===== src/rtl/speed_meas_ctrl_pkg.sv =====
// Shared widths, defaults and FSM state type for the gate-timing speed meter and its divider.
// Declarations only: no logic, no latency.
package speed_pkg;
   localparam int unsigned DIVIDEND_W = 32;
   localparam int unsigned DIVISOR_W  = 24;
   localparam int unsigned DISP_W     = 14;

   localparam logic [DIVIDEND_W-1:0] SPEED_NUM_DEF   = 32'd36_000_000;
   localparam logic [DIVISOR_W-1:0]  TIMEOUT_CYC_DEF = 24'hFF_FFFF;
   localparam logic [DISP_W-1:0]     MAX_DISP_DEF    = 14'd9999;

   typedef enum logic [1:0] {
      IDLE     = 2'd0,
      TIMING   = 2'd1,
      DIV_REQ  = 2'd2,
      DIV_WAIT = 2'd3
   } state_t;
endpackage


===== src/rtl/speed_meas_ctrl_if.sv =====
// Start/done handshake between the speed controller (master) and the sequential divider (slave).
// The master holds dividend/divisor from div_start until div_done; quotient is valid only in the div_done cycle.
interface speed_meas_ctrl_if;
   import speed_pkg::*;

   logic                  div_start;
   logic [DIVIDEND_W-1:0] div_dividend;
   logic [DIVISOR_W-1:0]  div_divisor;
   logic                  div_done;
   logic [DIVIDEND_W-1:0] div_quotient;

   modport master (
      output div_start, div_dividend, div_divisor,
      input  div_done, div_quotient
   );

   modport slave (
      input  div_start, div_dividend, div_divisor,
      output div_done, div_quotient
   );
endinterface


===== src/rtl/speed_meas_ctrl.sv =====
// Times start-gate to stop-gate and converts the period to a clamped display speed via an external divider.
// Sensor edges act 2 cycles after the input rises; result appears 1 cycle after div_done; edges are dropped while dividing.
module speed_meas_ctrl
   import speed_pkg::*;
#(
   parameter logic [DIVIDEND_W-1:0] SPEED_NUM   = SPEED_NUM_DEF,
   parameter logic [DIVISOR_W-1:0]  TIMEOUT_CYC = TIMEOUT_CYC_DEF,
   parameter logic [DISP_W-1:0]     MAX_DISP    = MAX_DISP_DEF
) (
   input  logic              clk,
   input  logic              rst_n,
   input  logic              sensor_a,
   input  logic              sensor_b,
   speed_meas_ctrl_if.master div,
   output logic [DISP_W-1:0] speed_value,
   output logic              speed_valid,
   output logic              overrange,
   output logic              timeout,
   output logic              busy
);
   logic [1:0]            sync_a, sync_b;
   logic                  prev_a, prev_b;
   logic                  edge_a, edge_b;
   state_t                state, state_nxt;
   logic [DIVISOR_W-1:0]  cnt, elapsed, divisor;
   logic                  at_limit;
   logic [DIVIDEND_W-1:0] max_wide;
   logic                  over;
   logic                  start;

   always_ff @(posedge clk) begin
      if (!rst_n) begin
         sync_a <= '0;
         sync_b <= '0;
         prev_a <= 1'b0;
         prev_b <= 1'b0;
      end else begin
         sync_a <= {sync_a[0], sensor_a};
         sync_b <= {sync_b[0], sensor_b};
         prev_a <= sync_a[1];
         prev_b <= sync_b[1];
      end
   end

   assign edge_a = sync_a[1] & ~prev_a;
   assign edge_b = sync_b[1] & ~prev_b;

   // elapsed counts cycles since the start edge including this one, so a stop edge N cycles later sees N
   assign elapsed  = cnt + DIVISOR_W'(1);
   assign at_limit = (elapsed >= TIMEOUT_CYC);
   assign max_wide = {{(DIVIDEND_W-DISP_W){1'b0}}, MAX_DISP};
   assign over     = (div.div_quotient > max_wide);

   always_ff @(posedge clk) begin
      if (!rst_n) state <= IDLE;
      else        state <= state_nxt;
   end

   always_comb begin
      state_nxt = state;
      case (state)
         IDLE:     if (edge_a) state_nxt = TIMING;
         TIMING: begin
            if (at_limit)    state_nxt = IDLE;
            else if (edge_a) state_nxt = TIMING;
            else if (edge_b) state_nxt = DIV_REQ;
         end
         DIV_REQ:  state_nxt = DIV_WAIT;
         DIV_WAIT: if (div.div_done) state_nxt = IDLE;
         default:  state_nxt = IDLE;
      endcase
   end

   always_comb begin
      busy  = (state != IDLE);
      start = (state == DIV_REQ);
   end

   assign div.div_start    = start;
   assign div.div_dividend = SPEED_NUM;
   assign div.div_divisor  = divisor;

   always_ff @(posedge clk) begin
      if (!rst_n) begin
         cnt         <= '0;
         divisor     <= '0;
         speed_value <= '0;
         speed_valid <= 1'b0;
         overrange   <= 1'b0;
         timeout     <= 1'b0;
      end else begin
         speed_valid <= 1'b0;
         case (state)
            IDLE: begin
               if (edge_a) begin
                  cnt       <= '0;
                  overrange <= 1'b0;
                  timeout   <= 1'b0;
               end
            end
            TIMING: begin
               // timeout wins over a same-cycle stop edge; counter stops before it could wrap
               if (at_limit) begin
                  timeout     <= 1'b1;
                  speed_value <= '0;
                  speed_valid <= 1'b1;
               end else if (edge_a) begin
                  cnt <= '0;
               end else begin
                  cnt <= elapsed;
                  if (edge_b) divisor <= elapsed;
               end
            end
            DIV_WAIT: begin
               if (div.div_done) begin
                  speed_value <= over ? MAX_DISP : div.div_quotient[DISP_W-1:0];
                  overrange   <= over;
                  speed_valid <= 1'b1;
               end
            end
            default: ;
         endcase
      end
   end
endmodule


===== src/flat_wrapper.sv =====
// flat-port wrapper written by rule: the top's interface ports become plain ports
module speed_meas_ctrl_flat import speed_pkg::*;
#(
   parameter logic [DIVIDEND_W-1:0] SPEED_NUM   = SPEED_NUM_DEF,
   parameter logic [DIVISOR_W-1:0]  TIMEOUT_CYC = TIMEOUT_CYC_DEF,
   parameter logic [DISP_W-1:0]     MAX_DISP    = MAX_DISP_DEF
)
  (clk, rst_n, sensor_a, sensor_b, speed_value, speed_valid, overrange, timeout, busy, div_div_start, div_div_dividend, div_div_divisor, div_div_done, div_div_quotient);
  speed_meas_ctrl_if div_i ();
  input  logic clk;
  input  logic rst_n;
  input  logic sensor_a;
  input  logic sensor_b;
  output logic [DISP_W-1:0] speed_value;
  output logic speed_valid;
  output logic overrange;
  output logic timeout;
  output logic busy;
  output wire logic [$bits(div_i.div_start)-1:0] div_div_start;
  output wire logic [$bits(div_i.div_dividend)-1:0] div_div_dividend;
  output wire logic [$bits(div_i.div_divisor)-1:0] div_div_divisor;
  input wire logic [$bits(div_i.div_done)-1:0] div_div_done;
  input wire logic [$bits(div_i.div_quotient)-1:0] div_div_quotient;
  assign div_div_start = div_i.div_start;
  assign div_div_dividend = div_i.div_dividend;
  assign div_div_divisor = div_i.div_divisor;
  assign div_i.div_done = div_div_done;
  assign div_i.div_quotient = div_div_quotient;
  speed_meas_ctrl #(.SPEED_NUM(SPEED_NUM), .TIMEOUT_CYC(TIMEOUT_CYC), .MAX_DISP(MAX_DISP)) u_core (.clk(clk), .rst_n(rst_n), .sensor_a(sensor_a), .sensor_b(sensor_b), .div(div_i), .speed_value(speed_value), .speed_valid(speed_valid), .overrange(overrange), .timeout(timeout), .busy(busy));
endmodule

===== config.mk =====
export PLATFORM = sky130hd
export DESIGN_NAME = speed_meas_ctrl_flat
export DESIGN_NICKNAME = d
export VERILOG_FILES = /design/src/rtl/speed_meas_ctrl_pkg.sv /design/src/rtl/speed_meas_ctrl_if.sv /design/src/rtl/speed_meas_ctrl.sv /design/src/flat_wrapper.sv
export SDC_FILE = /design/constraint.sdc
export NUM_CORES = 1
export LEC_CHECK = 0
export CORE_ASPECT_RATIO = 0.75
export CORE_UTILIZATION = 50
export DETAILED_ROUTE_END_ITERATION = 10
export GPL_ROUTABILITY_DRIVEN = 0
export GPL_TIMING_DRIVEN = 0
export HOLD_SLACK_MARGIN = 0.06
export MAX_ROUTING_LAYER = met4
export PLACE_DENSITY = 0.91
export SKIP_LAST_GASP = 1
export SYNTH_ARGS = -nofsm -noshare
export SYNTH_HDL_FRONTEND = slang
export SYNTH_SLANG_ARGS = --single-unit

===== constraint.sdc =====
create_clock -name clk -period 3.5 [get_ports clk]
set_input_delay 0.525 -clock clk [delete_from_list [all_inputs] [get_ports clk]]
set_output_delay 0.525 -clock clk [all_outputs]
set_load 0.01 [all_outputs]

## After elaboration in Yosys (flattened, before gate mapping)

Cells that the tools add are included.

| operators by class | value |
|---|---|
| add/sub/neg operators | 1 |
| $mul | 0 |
| divide/modulo/power cells | 0 |
| magnitude comparators | 2 |
| eq/ne operators | 8 |
| shifts and indexed selects | 0 |
| multiplexer cells | 22 |
| bitwise operators | 6 |
| reductions and logical operators | 11 |

Operators by type and width:

| cell | number |
|---|---|
| $mux 24 | 3 |
| $pmux 24 s2 | 1 |
| $mux 14 | 3 |
| $gt 32x14->1 const B | 1 |
| $pmux 14 s2 | 1 |
| $add 24x1->24 const B | 1 |
| $ge 24x24->1 const B | 1 |
| $reduce_and 3->1 | 5 |
| $mux 2 | 5 |
| $pmux 2 s4 | 1 |
| $reduce_bool 2->1 | 4 |
| $pmux 1 s2 | 3 |
| $mux 1 | 5 |
| $eq 2x2->1 const B | 2 |
| $ne 2x1->1 const B | 2 |
| $ne 2x2->1 const B | 2 |
| $ne 4x1->1 const B | 1 |
| $not 1->1 | 4 |
| $reduce_and 4->1 | 1 |
| $and 1x1->1 | 2 |
| $eq 2x1->1 const B | 1 |
| $logic_not 2->1 | 1 |

| storage, ports and cells | value |
|---|---|
| register bits | 73 |
| bits in latches | 0 |
| bits in writable memories | 0 |
| memory bits (read-only) | 0 |
| bits of input ports | 37 |
| output and inout bits | 75 |
| memories kept | 0 |

## Logic depth before layout (Yosys ltp)

| depth | value |
|---|---|
| depth in word-level cells | 6 |
| gate-level depth with buffers | 11 |

## Least setup slack after synthesis

OpenSTA, ideal clock, no wires.

| timing | value |
|---|---|
| path type | reg2reg |
| start point | register u_core.cnt[1] |
| end point | register u_core.divisor[0] (netlist: u_core.div.div_divisor[0]) |
| library setup time | 0.072 ns |
| arrival | 2.999 ns |
| path slack | 0.430 ns |
| cell stages (with the launch flop) | 12 |
| buffers on the path | 3 |
| cells stage by stage | dfxtp_1 > ha_1 > buf_4 > nand4_4 > or3_4 > o311ai_2 > o2111ai_1 > or4_1 > buf_2 > o21ai_4 > buf_12 > mux2i_1 |

| between the ends | value |
|---|---|
| longest elaborated chain between the ends | 4 |

Ends and longest elaborated chain:

| element | line | RTL |
|---|---|---|
| start: declaration | speed_meas_ctrl.sv:25 | `logic [DIVISOR_W-1:0] cnt, elapsed, divisor;` |
| start signal: assignment | speed_meas_ctrl.sv:110 | `cnt <= elapsed;` |
| $add 24x1->24 | speed_meas_ctrl.sv:49 | `assign elapsed = cnt + DIVISOR_W'(1);` |
| $ge 24x24->1 | speed_meas_ctrl.sv:50 | `assign at_limit = (elapsed >= TIMEOUT_CYC);` |
| $not 1->1 (no source line) | n/a |  |
| $reduce_and 4->1 (no source line) | n/a |  |
| end signal: assignment | speed_meas_ctrl.sv:111 | `if (edge_b) divisor <= elapsed;` |
| end: declaration | speed_meas_ctrl.sv:25 |  |

No other way between the ends.
A chain may end at the register's enable or synchronous reset.

## Worst setup path after layout

| timing | value |
|---|---|
| start point | register u_core.cnt[1] |
| end point | register u_core.divisor[15] (netlist: u_core.div.div_divisor[15]) |

| between the ends | value |
|---|---|
| longest elaborated chain between the ends | 4 |

Ends and longest elaborated chain:

| element | line |
|---|---|
| $add 24x1->24 * | speed_meas_ctrl.sv:49 |
| $ge 24x24->1 | speed_meas_ctrl.sv:50 |
| $not 1->1 (no source line) | n/a |
| $reduce_and 4->1 (no source line) | n/a |

Mark *: on every way between the ends. The rest lies on a longest branch, timed or not.

==> impl_metrics.csv <==
group,metric,value,unit
setup_path,cp_max_fo,10,
global_route,grt_pass1_wl,21600,um
synthesis,synth_common_cells,"nand2_1 (80), dfxtp_1 (73), o21ai_0 (39), buf_4 (35), nand3_1 (32)",
timing,period_share,98.1,%
synthesis,synth.top_cell.area_share,33.0,%
synthesis,synth_edf_count,0,
placed_design,placement.io_buffers,78,
synthesis,synthCells,560,
clock_network,h-tree-depth,3,
cells_and_area,fin_cells,798,
placed_design,dp.cells,776,
detailed_routing,post_drt_wl_per_cell,16.8,um
detailed_routing,wl_met3,1460,um
synthesis,synthFlopType,"dfxtp_1",
synthesis,synth.distinct_cells,60,
setup_path,worstSetupPathType,"reg -> reg",
power_and_ir_drop,power.density,318,nW/um^2
synthesis,synth_seq_cells,73,
clock_network,cts_root_buf,"clkbuf_16",
detailed_routing,wl_met2,6220,um
timing,fin_worst_skew,0.00528,ns
detailed_routing,drtIter0Drc,539,
setup_path,critPathCaptureType,"flip-flop",
timing,hold_ws,0.440,ns
clock_network,cts_tree,"done",
synthesis,netlist_area,4420,sq um
detailed_routing,drc_errors,0,
setup_path,cp_data_required_time,3.76,ns
min_path,hold_class,"reg -> reg",
timing,tightest_slew,0.894,ns
placed_design,dp_hpwl,9670,um
cells_and_area,antenna_cells,0,
setup_path,crit_arrival,3.69,ns
timing,hold_viol_final,0,
clock_network,hold_buffers,0,
global_route,grt_pass1_vias,4591,
setup_path,timing.critical_path.from_type,"flip-flop",
clock_network,clk_latency,0.34,ns
global_route,grt_overflow,0,
timing,finalSetupViolations,0,
global_route,grt.total_usage,29.8,%
synthesis,yosys_warnings,0,
detailed_routing,avgViaCountPerCell,6.01,
timing,maxSlewViolCount,0,
detailed_routing,finalWirelength,13400,um
timing,rsz0062_at_grt,"no",
timing,finalSetupTns,0,ns
power_and_ir_drop,leakage,0.00229,uW
flow_run,max_cap_viol_count,0,
die,start_util,51.9,%
die,die_w,111,um
timing,slew_headroom,39.9,%
global_route,grt_max_degree,12,
detailed_routing,ant_nets,0,
cells_and_area,design_area,5850,sq um
cells_and_area,drive_gt1_share,12.9,%
detailed_routing,wl_met1,5220,um
cells_and_area,synthToLayoutAreaGrowth,32.3,%
synthesis,postSynth.asyncResetShare,0,%
cells_and_area,layout.nets,725,
timing,max_freq,0.291,GHz
die,die_area,9230,sq um
detailed_routing,drtPass1Iterations,7,
clock_network,clock-sinks,73,
detailed_routing,topRoutingLayerUsed,"met4",
power_and_ir_drop,irDropWorstVdd,0.409,mV
synthesis,synth_area_leader_cell,"dfxtp_1",
timing,finalCriticalPeriod,3.44,ns
synthesis,syn_area_per_cell,7.90,sq um
die,num_io_pins,112,
clock_network,clkTransAtPathRegs,0.05,ns
detailed_routing,num_vias,4797,
synthesis,synth_most_common_cell,"nand2_1",
clock_network,cts_made_buffers,9,
die,die_h,83.5,um
synthesis,synth_area_leaders,"dfxtp_1 (33%), nand2_1 (6.8%), mux2i_1 (6.1%), buf_4 (5.9%), o21ai_0 (4.4%)",
clock_network,max-clock-path-buffers,2,
die,rows,29,
synthesis,seq_area_frac_synth,33.0,%
die,coreArea,8530,sq um
global_route,antenna_found_initial,0,
placed_design,place_area,5450,sq um
run_status,status,"finished, final reports clean",
## what timing repair did
action | in CTS | in global routing
pin swaps | 1 | 3
buffers inserted | 1 | 6
resized for setup | 4 | 9
setup endpoints to repair | 37 | 53
## metrics by stage
step	total power, uW	setup WS (ns)	utilization [%]
2_1_floorplan	965	0.430	-
6_report	1860	0.0649	68.6
3_5_place_dp	1040	-0.310	63.9
5_1_grt	1920	0.0254	68.6
3_3_place_gp	1040	-0.215	63.9
4_1_cts	1860	-0.00970	67.4
## power by group
group / internal (uW) / total [uW] / switching [uW]
registers: 839 / 844 / 4.71
clock network: 493 / 833 / 340
logic: 85.2 / 187 / 101
total: 1420 / 1860 / 446
## final timing paths
path | to | cells after the start | slack (ns) | start
hold / removal | u_core.sync_b[1] | 1 | 0.44 | u_core.sync_b[0]
hold reg to reg | u_core.sync_b[1] | 1 | 0.44 | u_core.sync_b[0]
setup reg to reg | u_core.div.div_divisor[15] | 12 | 0.06 | u_core.cnt[1]
setup / recovery | u_core.div.div_divisor[15] | 12 | 0.06 | u_core.cnt[1]
## cells in the final DEF (no fill, tap or decap), drive strengths merged, types with 13 or more instances in the layout
cell,netlist,final
nand3,33,33
nand2,80,80
buf,48,55
dfxtp,73,73
nor4,16,16
inv,16,16
mux2i,27,27
xnor2,13,13
nor3,15,15
clkbuf,24,36
nor2,19,19
a21oi,29,29
clkdlybuf4s50,0,78
a31oi,15,15
o21ai,41,41
conb,2,32
## worst max-delay path, stage by stage, from the launching register on
cell	delay (ns)
dfxtp_2	0.40
ha_1	0.18
buf_4	0.16
nand4_4	0.18
buf_12	0.19
nor3_2	0.32
xor2_1	0.41
nand3_1	0.20
or4_1	0.44
buf_2	0.21
o21ai_4	0.27
buf_12	0.18
mux2i_1	0.20
## logic make-up after synthesis
logic type               Yosys count  share of synthesized area, %
AND/OR/NAND/NOR                  217                          25.5
AO/OA/AOI/OAI                    129                          18.7
buffers and inverters             89                          11.7
flip-flops                        73                          33.0
multiplexers                      27                          6.11
XOR/XNOR                          21                          4.16
adder cells (fa/ha/maj)            2                         0.566
other                              2                         0.170
## cell type report
cell class              count  area [sq um]
plain buffers              72           457
clock buffers              12           246
clock inverters             3          17.5
fillers                   672          2680
inverters                  17          63.8
multi-input cells         428          2620
flip-flops and latches     73          1460
well taps                 108           135
repair buffers             85           846
## routing by layer
layer,track usage [%],up-vias
met4,12.2,0
met3,7.63,62
met5,-,-
met2,47.1,342
li1,-,2209
met1,36.3,2184
## state kept, by name, indices dropped and copies added (netlist names), named ones only
| name | count |
|---|---|
| u_core.overrange | 1 |
| u_core.cnt | 24 |
| u_core.div.div_divisor | 24 |
| u_core.timeout | 1 |
| u_core.state | 1 |
| u_core.speed_valid | 1 |
| u_core.sync_b | 2 |
| u_core.speed_value | 14 |
| u_core.sync_a | 2 |
| u_core.prev_b | 1 |
| u_core.prev_a | 1 |
Power figures use the tool's default switching activity.
